[src/rtl/bus_arbiter_if.sv]
// bus_arbiter_if: request/grant/data bundle between two requesters and the arbiter.
interface bus_arbiter_if #(
    parameter int DATA_WIDTH = 14
);
    logic                  req0, req1, done0, done1;
    logic [DATA_WIDTH-1:0] d0, d1, q;
    logic                  gnt0, gnt1, sel, q_valid, timeout;
    modport master (
        output req0, req1, done0, done1, d0, d1,
        input  gnt0, gnt1, sel, q, q_valid, timeout
    );
    modport slave (
        input  req0, req1, done0, done1, d0, d1,
        output gnt0, gnt1, sel, q, q_valid, timeout
    );
endinterface

[src/rtl/bus_arbiter.sv]
// bus_arbiter: two-requester round-robin arbiter with registered grant, select and bus word.
// Define ARB_TIMEOUT_EN to force release after MAX_HOLD cycles when the other side is waiting.
module bus_arbiter #(
    parameter int DATA_WIDTH = 14,
    parameter int MAX_HOLD   = 15
) (
    input  logic          clk,
    input  logic          rst_n,
    bus_arbiter_if.slave  bus
);
    typedef enum logic [1:0] {IDLE, GRANT0, GRANT1} state_t;
    state_t                r_state, w_next;
    logic                  r_last, r_sel, r_gnt0, r_gnt1, r_q_valid;
    logic [DATA_WIDTH-1:0] r_q;
    logic                  w_rel, w_force, w_other_req, w_sel_next;
    assign w_other_req = (r_state == GRANT0) ? bus.req1 : bus.req0;
    assign w_rel       = (r_state == GRANT0) ? (bus.done0 | ~bus.req0) : (bus.done1 | ~bus.req1);
    always_comb begin
        w_next = r_state;
        if (r_state == IDLE)
            w_next = (bus.req0 & bus.req1) ? (r_last ? GRANT0 : GRANT1) :
                     bus.req0 ? GRANT0 : bus.req1 ? GRANT1 : IDLE;
        else if (w_rel | w_force)
            w_next = w_other_req ? ((r_state == GRANT0) ? GRANT1 : GRANT0) : IDLE;
        w_sel_next = (w_next == IDLE) ? r_sel : (w_next == GRANT1);
    end
    // q and q_valid are loaded from next-state so data lines up with the first grant cycle
    always_ff @(posedge clk) begin
        if (!rst_n) begin
            r_state   <= IDLE;
            r_last    <= 1'b1;
            r_sel     <= 1'b0;
            r_gnt0    <= 1'b0;
            r_gnt1    <= 1'b0;
            r_q       <= '0;
            r_q_valid <= 1'b0;
        end else begin
            r_state   <= w_next;
            r_gnt0    <= (w_next == GRANT0);
            r_gnt1    <= (w_next == GRANT1);
            r_sel     <= w_sel_next;
            r_q_valid <= (w_next != IDLE);
            if (w_next != IDLE) begin
                r_q    <= w_sel_next ? bus.d1 : bus.d0;
                r_last <= w_sel_next;
            end
        end
    end
    assign bus.gnt0    = r_gnt0;
    assign bus.gnt1    = r_gnt1;
    assign bus.sel     = r_sel;
    assign bus.q       = r_q;
    assign bus.q_valid = r_q_valid;
`ifdef ARB_TIMEOUT_EN
    localparam int HW = $clog2(MAX_HOLD + 1);
    logic [HW-1:0] r_hold;
    logic          r_timeout;
    // r_hold counts grant cycles including the current one, saturating at MAX_HOLD
    assign w_force = (r_state != IDLE) & ~w_rel & w_other_req & (r_hold >= HW'(MAX_HOLD));
    always_ff @(posedge clk) begin
        if (!rst_n) begin
            r_hold    <= '0;
            r_timeout <= 1'b0;
        end else begin
            r_timeout <= w_force;
            r_hold    <= (w_next == IDLE) ? '0 :
                         (w_next != r_state) ? HW'(1) :
                         (r_hold < HW'(MAX_HOLD)) ? r_hold + HW'(1) : r_hold;
        end
    end
    assign bus.timeout = r_timeout;
`else
    logic w_unused_max_hold;
    assign w_unused_max_hold = (MAX_HOLD != 0);
    assign w_force           = 1'b0;
    assign bus.timeout       = 1'b0;
`endif
endmodule
[src/flat_wrapper.sv]
// flat-port wrapper written by rule: the top's interface ports become plain ports
module bus_arbiter_flat 
#(
    parameter int DATA_WIDTH = 14,
    parameter int MAX_HOLD   = 15
)
  (clk, rst_n, bus_req0, bus_req1, bus_done0, bus_done1, bus_d0, bus_d1, bus_gnt0, bus_gnt1, bus_sel, bus_q, bus_q_valid, bus_timeout);
  bus_arbiter_if #(.DATA_WIDTH(DATA_WIDTH)) bus_i ();
  input  logic clk;
  input  logic rst_n;
  input wire logic [$bits(bus_i.req0)-1:0] bus_req0;
  input wire logic [$bits(bus_i.req1)-1:0] bus_req1;
  input wire logic [$bits(bus_i.done0)-1:0] bus_done0;
  input wire logic [$bits(bus_i.done1)-1:0] bus_done1;
  input wire logic [$bits(bus_i.d0)-1:0] bus_d0;
  input wire logic [$bits(bus_i.d1)-1:0] bus_d1;
  output wire logic [$bits(bus_i.gnt0)-1:0] bus_gnt0;
  output wire logic [$bits(bus_i.gnt1)-1:0] bus_gnt1;
  output wire logic [$bits(bus_i.sel)-1:0] bus_sel;
  output wire logic [$bits(bus_i.q)-1:0] bus_q;
  output wire logic [$bits(bus_i.q_valid)-1:0] bus_q_valid;
  output wire logic [$bits(bus_i.timeout)-1:0] bus_timeout;
  assign bus_i.req0 = bus_req0;
  assign bus_i.req1 = bus_req1;
  assign bus_i.done0 = bus_done0;
  assign bus_i.done1 = bus_done1;
  assign bus_i.d0 = bus_d0;
  assign bus_i.d1 = bus_d1;
  assign bus_gnt0 = bus_i.gnt0;
  assign bus_gnt1 = bus_i.gnt1;
  assign bus_sel = bus_i.sel;
  assign bus_q = bus_i.q;
  assign bus_q_valid = bus_i.q_valid;
  assign bus_timeout = bus_i.timeout;
  bus_arbiter #(.DATA_WIDTH(DATA_WIDTH), .MAX_HOLD(MAX_HOLD)) u_core (.clk(clk), .rst_n(rst_n), .bus(bus_i));
endmodule
[config.mk]
export PLATFORM = sky130hd
export DESIGN_NAME = bus_arbiter_flat
export DESIGN_NICKNAME = d
export VERILOG_FILES = /design/src/rtl/bus_arbiter_if.sv /design/src/rtl/bus_arbiter.sv /design/src/flat_wrapper.sv
export SDC_FILE = /design/constraint.sdc
export NUM_CORES = 1
export LEC_CHECK = 0
export CORE_AREA = 2 2 53 55
export CTS_CLUSTER_DIAMETER = 50
export DETAILED_ROUTE_END_ITERATION = 8
export DIE_AREA = 0 0 55 57
export HOLD_SLACK_MARGIN = 0.05
export PLACE_DENSITY = 0.8
export REMOVE_ABC_BUFFERS = 1
export SYNTH_ARGS = -nofsm -noshare
export SYNTH_HDL_FRONTEND = slang
export SYNTH_SLANG_ARGS = --single-unit
[constraint.sdc]
create_clock -name clk -period 3.6 [get_ports clk]
set_input_delay 0.72 -clock clk [delete_from_list [all_inputs] [get_ports clk]]
set_output_delay 0.72 -clock clk [all_outputs]
set_load 0.005 [all_outputs]
; ---- Word-level counts from Yosys, hierarchy flattened
; Cells that the tools add are included.
[word_totals]
inputBits = 34
out_inout_bits = 19
reg_bits = 21
word_cells = 30
[op_classes]
mux = 12
n_eq_ne = 3
n_bitwise = 5
n_reduce_logical = 3
[ops]
columns = operator, n
row1 = two-way mux 2 bit, 8
row2 = two-way mux 14 bit, 1
row3 = equality test 2 x 1 -> 1 bit (second input constant), 2
row4 = zero test 2 bit, 2
row5 = two-way mux 1 bit, 3
row6 = equality test 2 bit (second input constant), 1
row7 = inverter 1 bit, 2
row8 = bitwise OR 1 bit, 2
row9 = nonzero test 2 bit, 1
row10 = bitwise AND 1 bit, 1

; ---- Logic depth before layout (Yosys ltp)
; Gate-level depths: netlist (run 1).
[logic_depth]
ltp_word = 8
ltp_mapped = 6
depth_no_buf = 4

; ---- Worst setup path after synthesis (run 1)
; OpenSTA, ideal clock, no wires.
[synth_timing]
kind = in2reg
from = in bus_done0
to = reg u_core.r_q[10], in the netlist u_core.bus.q[10]
n_path_buf = 2
arrival_ns = 1.686
slack_ns = 1.792
t_required_ns = 3.478
path_stages = 6
setup_time_ns = 0.122
path_cell_list = and2_1 -> o311ai_2 -> buf_6 -> buf_12 -> mux2i_1 -> o22ai_2
[synth_between]
elab_chain_cells = 7
elab_cells_between_ends = 9
classes_between = eq/ne (1) / mux (5) / bitwise (1) / reduce/logical (2)
[synth_lines]
columns = item, line
row1 = "start, declared", flat_wrapper.sv:13  ; input wire logic [$bits(bus_i.done0)-1:0] bus_done0;
row2 = bitwise OR 1 bit *, bus_arbiter.sv:17  ; assign w_rel = (r_state == GRANT0) ? (bus.done0 | ~bus.req0) : (bus.done1 | ~bus.req1);
row3 = two-way mux 1 bit *, bus_arbiter.sv:17
row4 = two-way mux 2 bit *, bus_arbiter.sv:23  ; else if (w_rel | w_force)
row5 = two-way mux 2 bit *, bus_arbiter.sv:20  ; if (r_state == IDLE)
row6 = equality test 2 bit / zero test 2 bit (equally long branches), bus_arbiter.sv:25  ; w_sel_next = (w_next == IDLE) ? r_sel : (w_next == GRANT1);
row7 = two-way mux 1 bit, bus_arbiter.sv:25
row8 = two-way mux 14 bit, bus_arbiter.sv:44  ; r_q <= w_sel_next ? bus.d1 : bus.d0;
row9 = "end signal, assigned", bus_arbiter.sv:44
row10 = "end, declared", bus_arbiter.sv:14  ; logic [DATA_WIDTH-1:0] r_q;
; Every way passes the cells marked *; elsewhere a longest branch is shown, timed or not.
; A chain may end at the register's enable or synchronous reset.

; ---- Final worst setup path (run 1)
[layout_timing]
from = in bus_req0
to = reg u_core.r_q[9], in the netlist u_core.bus.q[9]
[layout_between]
elab_chain_cells = 8
elab_cells_between_ends = 15
classes_between = eq/ne (1) / mux (9) / bitwise (3) / reduce/logical (2)
[layout_lines]
columns = item, line
row1 = "start, declared", flat_wrapper.sv:11  ; input wire logic [$bits(bus_i.req0)-1:0] bus_req0;
row2 = inverter 1 bit, bus_arbiter.sv:17
row3 = bitwise OR 1 bit, bus_arbiter.sv:17
row4 = two-way mux 1 bit, bus_arbiter.sv:17
row5 = two-way mux 2 bit, bus_arbiter.sv:23
row6 = two-way mux 2 bit *, bus_arbiter.sv:20
row7 = equality test 2 bit / zero test 2 bit (equally long branches), bus_arbiter.sv:25
row8 = two-way mux 1 bit, bus_arbiter.sv:25
row9 = two-way mux 14 bit, bus_arbiter.sv:44
; Marks and branches as above.

==> results of run 1 <==
-- per-stage QoR --
step,hold WS [ns],cells,setup slack [ns],util [%]
final,0.461,178,1.39,58.5
after global routing,0.503,178,1.31,58.5
after CTS,0.467,178,1.37,58.5
after detailed placement,0.447,174,1.05,57.4
after global placement,0.440,174,1.14,57.4
after floorplan,0.449,90,1.08,-
-- Yosys cell counts, drive strengths merged --
| cell | number |
|---|---|
| and2b | 1 |
| nand2b | 1 |
| a21oi | 2 |
| and2 | 1 |
| a41oi | 1 |
| a21boi | 1 |
| nor2 | 4 |
| o311ai | 1 |
| nand2 | 2 |
| inv | 18 |
| o21ai | 1 |
| o22ai | 14 |
| a31o | 1 |
| buf | 5 |
| o21bai | 1 |
| or2b | 1 |
| nand3b | 1 |
| dfxtp | 21 |
| conb | 1 |
| a311o | 1 |
| o21a | 1 |
| nor2b | 1 |
| mux2i | 14 |
-- worst min path at each step --
stage,slack [ns],from,depth (start not counted),to
detailed placement,0.45,u_core.bus.sel,2,u_core.bus.sel
global placement,0.44,u_core.bus.sel,2,u_core.bus.sel
floorplan,0.45,u_core.bus.sel,2,u_core.bus.sel
global route,0.50,u_core.bus.sel,2,u_core.bus.sel
CTS,0.47,u_core.bus.sel,2,u_core.bus.sel
finish,0.46,u_core.bus.sel,2,u_core.bus.sel
-- worst register-to-register path, cell delays in order (launching register included) --
cell	delay, ns
dfxtp_1	0.35
nand2b_1	0.18
o311ai_4	0.28
buf_4	0.34
mux2i_1	0.28
o22ai_2	0.08
-- per-layer routing --
| metal | routed length (um) | GRT usage, % |
|---|---|---|
| met2 | 1130 | 27.9 |
| met1 | 903 | 18.0 |
| met5 | 0 | 0 |
| met3 | 169 | 3.66 |
| met4 | 0 | 2.09 |
-- cell families (layout without fill, tap and decap cells) --
logic type | after synthesis | in the layout | synth area share [%]
muxes | 14 | 14 | 14.2
other | 1 | 1 | 0.381
and+or+nand+nor | 12 | 12 | 6.48
buffers and inverters | 23 | 75 | 12.7
DFF | 21 | 21 | 42.7
AOI/OAI and AO/OA | 24 | 24 | 23.5
-- cell type report --
class                   count  area (um^2)
fillers                   236         1090
repair buffers             53          526
multi-input cells          51          449
flip-flops and latches     21          420
inverters                  18         67.6
well taps                  31         38.8
clock buffers               3         22.5
clock inverters             1         5.00
-- registers in the layout (all words and copies together) (netlist names) --
register and count:
u_core.r_last 1, u_core.r_state 2, u_core.bus.gnt0 1, u_core.bus.gnt1 1, u_core.bus.q_valid 1, u_core.bus.sel 1
u_core.bus.q 14
-- layout by cell type, fill, tap and decap left out --
cell type,n
a21boi_1,1
a21oi_1,1
a21oi_2,1
a311o_2,1
a31o_2,1
a41oi_2,1
and2_1,1
and2b_1,1
buf_4,2
clkbuf_4,3
clkdlybuf4s50_1,51
clkinv_2,1
conb_1,1
dfxtp_1,21
inv_1,18
mux2i_1,14
nand2_1,2
nand2b_1,1
nand3b_1,1
nor2_1,4
nor2b_1,1
o21a_1,1
o21ai_0,1
o21bai_1,1
o22ai_1,6
o22ai_2,8
o311ai_4,1
or2b_1,1
-- where the power goes --
group	total, mW	internal (mW)	leakage [nW]	switching [mW]
Clock	0.108	0.0412	0.0177	0.0665
Sequential	0.270	0.257	0.174	0.0128
Combinational	0.171	0.107	0.485	0.0632
Total	0.549	0.406	0.676	0.143
==> reports/metrics.cfg, run 1 <==
[floorplan]
die_w_um = 55
rows = 19
initial_core_util_pct = 37.7
io_pins = 53
die_h_um = 57
die_area_mm2 = 0.00314
core_mm2 = 0.00262

[clocking]
cts.sinks = 21
cts_tree = yes
path_clk_slew_ns = 0.11
hold_buffers = 0
cts_resized = 0
h-tree-depth = 1
clockBufferDepth = 2
root_buffer = clkbuf_4
cts_setup_buffers = 0
cts_buffers = 3
clock_latency_ns = 0.29

[drt]
drt-total-wl_mm = 2.21
vias_per_cell = 4.72
drc = 0
wl_per_cell_um = 12.4
drt_iter0_drc = 5
dr_total_vias = 840
final_antenna_net_count = 0
firstDrtPassIters = 4

[pwr]
cellLeakagePower_nw = 0.676
power_density_mw_per_mm2 = 359
ir_drop_v = 0.000212
p_total_uw = 549

[place]
post_dp_cell_area_mm2 = 0.00150
hpwl_mm = 1.71
port_buffers = 51
globalplace.congestion = 0.639

[sta]
skew_ns = 0.00569
tns_ns = 0
setup_violations = 0
fmax_mhz = 452
finalCritPeriodShare_pct = 61.5
slew_violations = 0
grt_setup_unrepaired = false
hold_violations = 0
period_needed_ns = 2.21

[synthesis]
yosysTopAreaCell = dfxtp_1
synth_top_area_share_pct = 42.7
synth.area.top_cells = dfxtp_1 (43%), mux2i_1 (14%), o22ai_2 (10%), inv_1 (6.9%), o22ai_1 (3.8%)
ys_types = 27
synth_area_um2 = 985
yosysSeqAreaShare_pct = 42.7
ys_ff_latch = 21
syn_area_per_cell_um2 = 10.4
syn_inst = 95
synth_warnings = 0

[setup_path]
cp_max_fo = 19
r2r_end = u_core.bus.q[9]
worstPathArrival_ns = 2.39
cp_data_required_time_ns = 3.77
crit_cells = 6
cp-start-kind = input port
crit_chain = clkdlybuf4s50_1, nand2b_1, o311ai_4, buf_4, mux2i_1, o22ai_2
crit_start = bus_req0
cp_num_buf_inv = 2
reg2reg_slack_ns = 1.98
cpLargestDelayFamily = buffers and inverters
crit_type = input port to flop
r2r-start = u_core.r_state[1]
cp_slowest_stage_delay_ns = 0.56
slowest_stage = clkdlybuf4s50_1
critPathCaptureType = flop
r2r_cells = 5
setup.worst_path.end = u_core.bus.q[9]

[final_layout]
stdcell_area_mm2 = 0.00153
antenna_cells = 0
area_growth_pct = 55.3
design.final.nets = 182
layout-drive-gt1-share_pct = 12.9

[flow_run]
drv_cap = 0

[global_routing]
grt_max_degree = 20
antenna_found_initial = 0
overflow = 0
grt_use_total_pct = 15.3
first_global_vias = 872
grt_pass1_wl_mm = 3.66

[min_path]
min_path_type = flop to flop

[run_status]
status = complete, no violations

No activity file was read; power rests on OpenSTA's default activity.
==> run 2: changes to the inputs <==
--- a/config.mk
+++ b/config.mk
@@ -5,12 +5,12 @@
 export SDC_FILE = /design/constraint.sdc
 export NUM_CORES = 1
 export LEC_CHECK = 0
-export CORE_AREA = 2 2 53 55
+export CORE_AREA = 2 2 54 56
 export CTS_CLUSTER_DIAMETER = 50
 export DETAILED_ROUTE_END_ITERATION = 8
-export DIE_AREA = 0 0 55 57
+export DIE_AREA = 0 0 56 58
 export HOLD_SLACK_MARGIN = 0.05
-export PLACE_DENSITY = 0.8
+export PLACE_DENSITY = 0.77
 export REMOVE_ABC_BUFFERS = 1
 export SYNTH_ARGS = -nofsm -noshare
 export SYNTH_HDL_FRONTEND = slang
==> constraint.sdc (replaced) <==
create_clock -name clk -period 2.3 [get_ports clk]
set_input_delay 0.46 -clock clk [delete_from_list [all_inputs] [get_ports clk]]
set_output_delay 0.46 -clock clk [all_outputs]
set_load 0.005 [all_outputs]
==> run 2 against run 1 <==
Against the previous run: largest cell class unchanged; setup slack worse by 0.96 ns; combinational power is 61% higher; critical path type unchanged; critical path depth is 1 lower; final cell count is 0.56% higher; flip-flop and latch count stayed put; count of clock-buffer cells in the layout is 1 higher; sequential share of layout area is 0.33 points lower; cell area is 1.2% higher; register-to-register slack worse by 1.2 ns; clock skew is 0.0024 ns lower.
==> reports/metrics.cfg, run 2 (synthesis results as in run 1) <==
[sta]
layout_setup_ws_ns = 0.424
fmax_mhz = 533
period_needed_ns = 1.88
setup_violations = 0
tns_ns = 0
hold_violations = 0
skew_ns = 0.00327
finalCritPeriodShare_pct = 81.6
slew_violations = 0
grt_setup_unrepaired = false

[place]
globalplace.congestion = 0.722
port_buffers = 51
hpwl_mm = 1.79
post_dp_cell_area_mm2 = 0.00152
pre_cts_ws_ns = 0.104

[final_layout]
area_growth_pct = 57.2
seqCellArea_um2 = 420
stdcell_area_mm2 = 0.00155
multiInputGateArea_um2 = 449
final_cell_mix = clkdlybuf4s50_1 (51), dfxtp_1 (21), inv_1 (18)
mostFrequentLayoutCell = clkdlybuf4s50_1
design.final.nets = 183
fillers = 250
layout-drive-gt1-share_pct = 12.8
antenna_cells = 0
largest_register_ffs = 14

[clocking]
cts_buffers = 3
clock_latency_ns = 0.29
root_buffer = clkbuf_4
cts_tree = yes
path_clk_slew_ns = 0.11
hold_buffers = 0
cts.sinks = 21
cts_setup_buffers = 0
clockBufferDepth = 2
cts_resized = 0
h-tree-depth = 1

[setup_path]
cp_data_required_time_ns = 2.47
cp-start-kind = input port
worstPathArrival_ns = 2.05
cp_max_fo = 16
crit_type = input port to flop
critPathCaptureType = flop

[pwr]
clkPwrFrac_pct = 19.9
ir_drop_v = 0.000427
combinationalPowerShare_pct = 31.5
internal-power_uw = 645
cellLeakagePower_nw = 0.683
p_switching_uw = 229
p_seq_share_pct = 48.6
power_density_mw_per_mm2 = 564
switching_share_pct = 26.2

[drt]
vias_per_cell = 4.88
drc = 0
wl_per_cell_um = 12.6
drt_iter0_drc = 7
firstDrtPassIters = 4
final_antenna_net_count = 0
drt-total-wl_mm = 2.26
dr_total_vias = 873

[global_routing]
overflow = 0
grt_max_degree = 20
first_global_vias = 887
grt_use_total_pct = 14.6
antenna_found_initial = 0
grt_pass1_wl_mm = 3.68

[floorplan]
initial_core_util_pct = 37.0
die_area_mm2 = 0.00325
die_w_um = 56
die_h_um = 58
core_mm2 = 0.00266
rows = 19
io_pins = 53

[flow_run]
drv_cap = 0

[run_status]
status = complete, no violations

[min_path]
min_path_type = flop to flop

## run 2: cell types whose count changed in the layout (fill, tap and decap cells not counted)
cell      previous run  this run
buf_12               0         1
clkbuf_1             0         1
clkinv_2             1         0
## run 2: final timing paths
| check | endpoint | cells after the start | slack, ns | from |
|---|---|---|---|---|
| max reg2reg | u_core.bus.q[11] | 4 | 0.74 | u_core.r_last |
| min | u_core.bus.sel | 2 | 0.47 | u_core.bus.sel |
| max | u_core.bus.q[11] | 5 | 0.42 | bus_req0 |
| min reg2reg | u_core.bus.sel | 2 | 0.47 | u_core.bus.sel |
## run 2: layout make-up
| cell class | count | share of cell area (%) |
|---|---|---|
| clock buffer | 4 | 1.70 |
| inverter | 18 | 4.37 |
| multi-input combinational | 51 | 29.0 |
| sequential | 21 | 27.2 |
| tap | 31 | 2.51 |
| timing repair buffer | 54 | 35.2 |
## run 2: power groups by stage
stage	combinational (mW)	sequential (mW)	clock [mW]
after global routing	0.298	0.429	0.194
after CTS	0.279	0.425	0.181
final	0.276	0.424	0.174
after floorplan	0.115	0.433	0
after detailed placement	0.277	0.432	0
after global placement	0.270	0.432	0
## run 2: metal layers
layer | vias up | part of all wire (%) | global-route usage, %
li1 | 430 | - | -
met1 | 394 | 39 | 15.4
met2 | 45 | 48 | 25.4
met3 | 4 | 11 | 5.80
met4 | 0 | 1.9 | 7.14
met5 | - | 0 | 0
## run 2: metrics by stage
step	power, mW	cells	hold slack [ns]	utilization [%]
2_1_floorplan	0.548	90	0.449	-
3_3_place_gp	0.702	175	0.443	57.1
3_5_place_dp	0.710	175	0.450	57.1
4_1_cts	0.884	179	0.469	58.1
5_1_grt	0.921	179	0.513	58.1
6_report	0.874	179	0.470	58.1
## run 2: worst max-delay path, stage by stage
cell             delay (ns)
clkdlybuf4s50_1        0.55
or2b_1                 0.27
a21boi_1               0.20
a311o_2                0.40
o22ai_1                0.16
==> run 3: changes to the inputs <==
==> constraint.sdc (replaced) <==
create_clock -name clk -period 1.8 [get_ports clk]
set_input_delay 0.36 -clock clk [delete_from_list [all_inputs] [get_ports clk]]
set_output_delay 0.36 -clock clk [all_outputs]
set_load 0.005 [all_outputs]
==> run 3 against run 2 <==
Against the previous run: via count rose by 1.0%; combinational power rose by 36%; first-iteration DRC count fell by 29%; highest routed layer unchanged; wire length rose by 0.84%; clock skew fell by 0.0024 ns; setup slack got worse by 0.27 ns; sequential share of layout area fell by 1.2 points.
==> reports/metrics.cfg, run 3 (synthesis results as in run 1) <==
[drt]
drc = 0
vias_per_cell = 4.77
firstDrtPassIters = 4
dr_total_vias = 882
wl_per_cell_um = 12.3
drt-total-wl_mm = 2.28
final_antenna_net_count = 0
drt_iter0_drc = 5

[pwr]
clkPwrFrac_pct = 19.0
ir_drop_v = 0.000451
internal-power_uw = 844
p_seq_share_pct = 47.9
switching_share_pct = 25.6
combinationalPowerShare_pct = 33.1
p_switching_uw = 291
cellLeakagePower_nw = 0.722
power_density_mw_per_mm2 = 702

[place]
post_dp_cell_area_mm2 = 0.00156
globalplace.congestion = 0.702
dpl.cell_count = 179
hpwl_mm = 1.70
port_buffers = 51

[setup_path]
cp_data_required_time_ns = 1.99
critPathCaptureType = flop
crit_type = input port to flop
cp-start-kind = input port
worstPathArrival_ns = 1.83
cp_num_buf_inv = 2
cp_max_fo = 19
cp_slowest_stage_delay_ns = 0.49
slowest_stage = clkdlybuf4s50_1
crit_chain = clkdlybuf4s50_1, nand2b_1, o311ai_4, buf_12, mux2i_1, o22ai_2
cpLargestDelayFamily = buffers and inverters

[final_layout]
fillers = 235
antenna_cells = 0
final_cell_mix = clkdlybuf4s50_1 (51), dfxtp_1 (21), inv_1 (18)
area_growth_pct = 64.3
seqCellArea_um2 = 420
multiInputGateArea_um2 = 449
mostFrequentLayoutCell = clkdlybuf4s50_1
design.final.nets = 189
stdcell_area_mm2 = 0.00162
stdcell_count = 185
layout-drive-gt1-share_pct = 16.2
largest_register_ffs = 14

[sta]
skew_ns = 0.000834
period_needed_ns = 1.64
grt_setup_unrepaired = false
setup_violations = 0
tns_ns = 0
hold_violations = 0
finalCritPeriodShare_pct = 91.3
hold_slack_ns = 0.465
fmax_mhz = 609
slew_violations = 0

[clocking]
h-tree-depth = 1
path_clk_slew_ns = 0.11
hold_buffers = 0
cts_setup_buffers = 0
cts.sinks = 21
clockBufferDepth = 2
clock_latency_ns = 0.29
cts_buffers = 3
cts_tree = yes
cts_resized = 0
root_buffer = clkbuf_4

[floorplan]
die_w_um = 56
core_mm2 = 0.00266
rows = 19
io_pins = 53
die_area_mm2 = 0.00325
initial_core_util_pct = 37.0
die_h_um = 58

[run_status]
status = complete, no violations

[min_path]
min_path_type = flop to flop

[global_routing]
overflow = 0
first_global_vias = 959
grt_pass1_wl_mm = 4.06
grt_use_total_pct = 15.5
grt_max_degree = 20
antenna_found_initial = 0

[flow_run]
drv_cap = 0

run 3: worst reg2reg max path: stages, from the launching register on:
cell      delay (ns)
dfxtp_1         0.35
nand2b_1        0.18
o311ai_4        0.33
buf_12          0.22
mux2i_1         0.25
o22ai_2         0.08
run 3: power by group through the flow:
stage	clock, mW	sequential (mW)	combinational (mW)
after floorplan	0	0.553	0.147
after detailed placement	0	0.552	0.366
after global placement	0	0.552	0.358
after global routing	0.242	0.550	0.406
final	0.215	0.544	0.376
after CTS	0.227	0.544	0.367
run 3: final timing paths:
check	from	to	slack [ns]	cells after the start
worst min register to register	u_core.bus.sel	u_core.bus.sel	0.47	2
worst min-delay path	u_core.bus.sel	u_core.bus.sel	0.47	2
worst max register to register	u_core.r_state[1]	u_core.bus.q[8]	0.29	5
worst max-delay path	bus_req0	u_core.bus.q[8]	0.16	6
run 3: layout make-up:
class	count	area share, %
clock buffers	4	1.62
inverters	18	4.18
multi-input cells	51	27.8
flip-flops and latches	21	26.0
well taps	31	2.40
repair buffers	60	38.1
run 3: metal layers:
layer  routed length (um)  GRT usage (%)  up-vias
li1                     -              -      440
met3                  189           4.02        2
met5                    0              0        -
met4                   17           6.12        0
met1                  956           18.8      405
met2                 1120           26.4       35
run 3: per-stage QoR:
stage / util, % / total power, mW / worst slack, ns
2_1_floorplan: - / 0.700 / -0.366
3_3_place_gp: 58.7 / 0.910 / -0.144
3_5_place_dp: 58.7 / 0.918 / -0.215
4_1_cts: 59.7 / 1.14 / 0.107
5_1_grt: 60.8 / 1.20 / 0.0822
6_report: 60.8 / 1.14 / 0.157
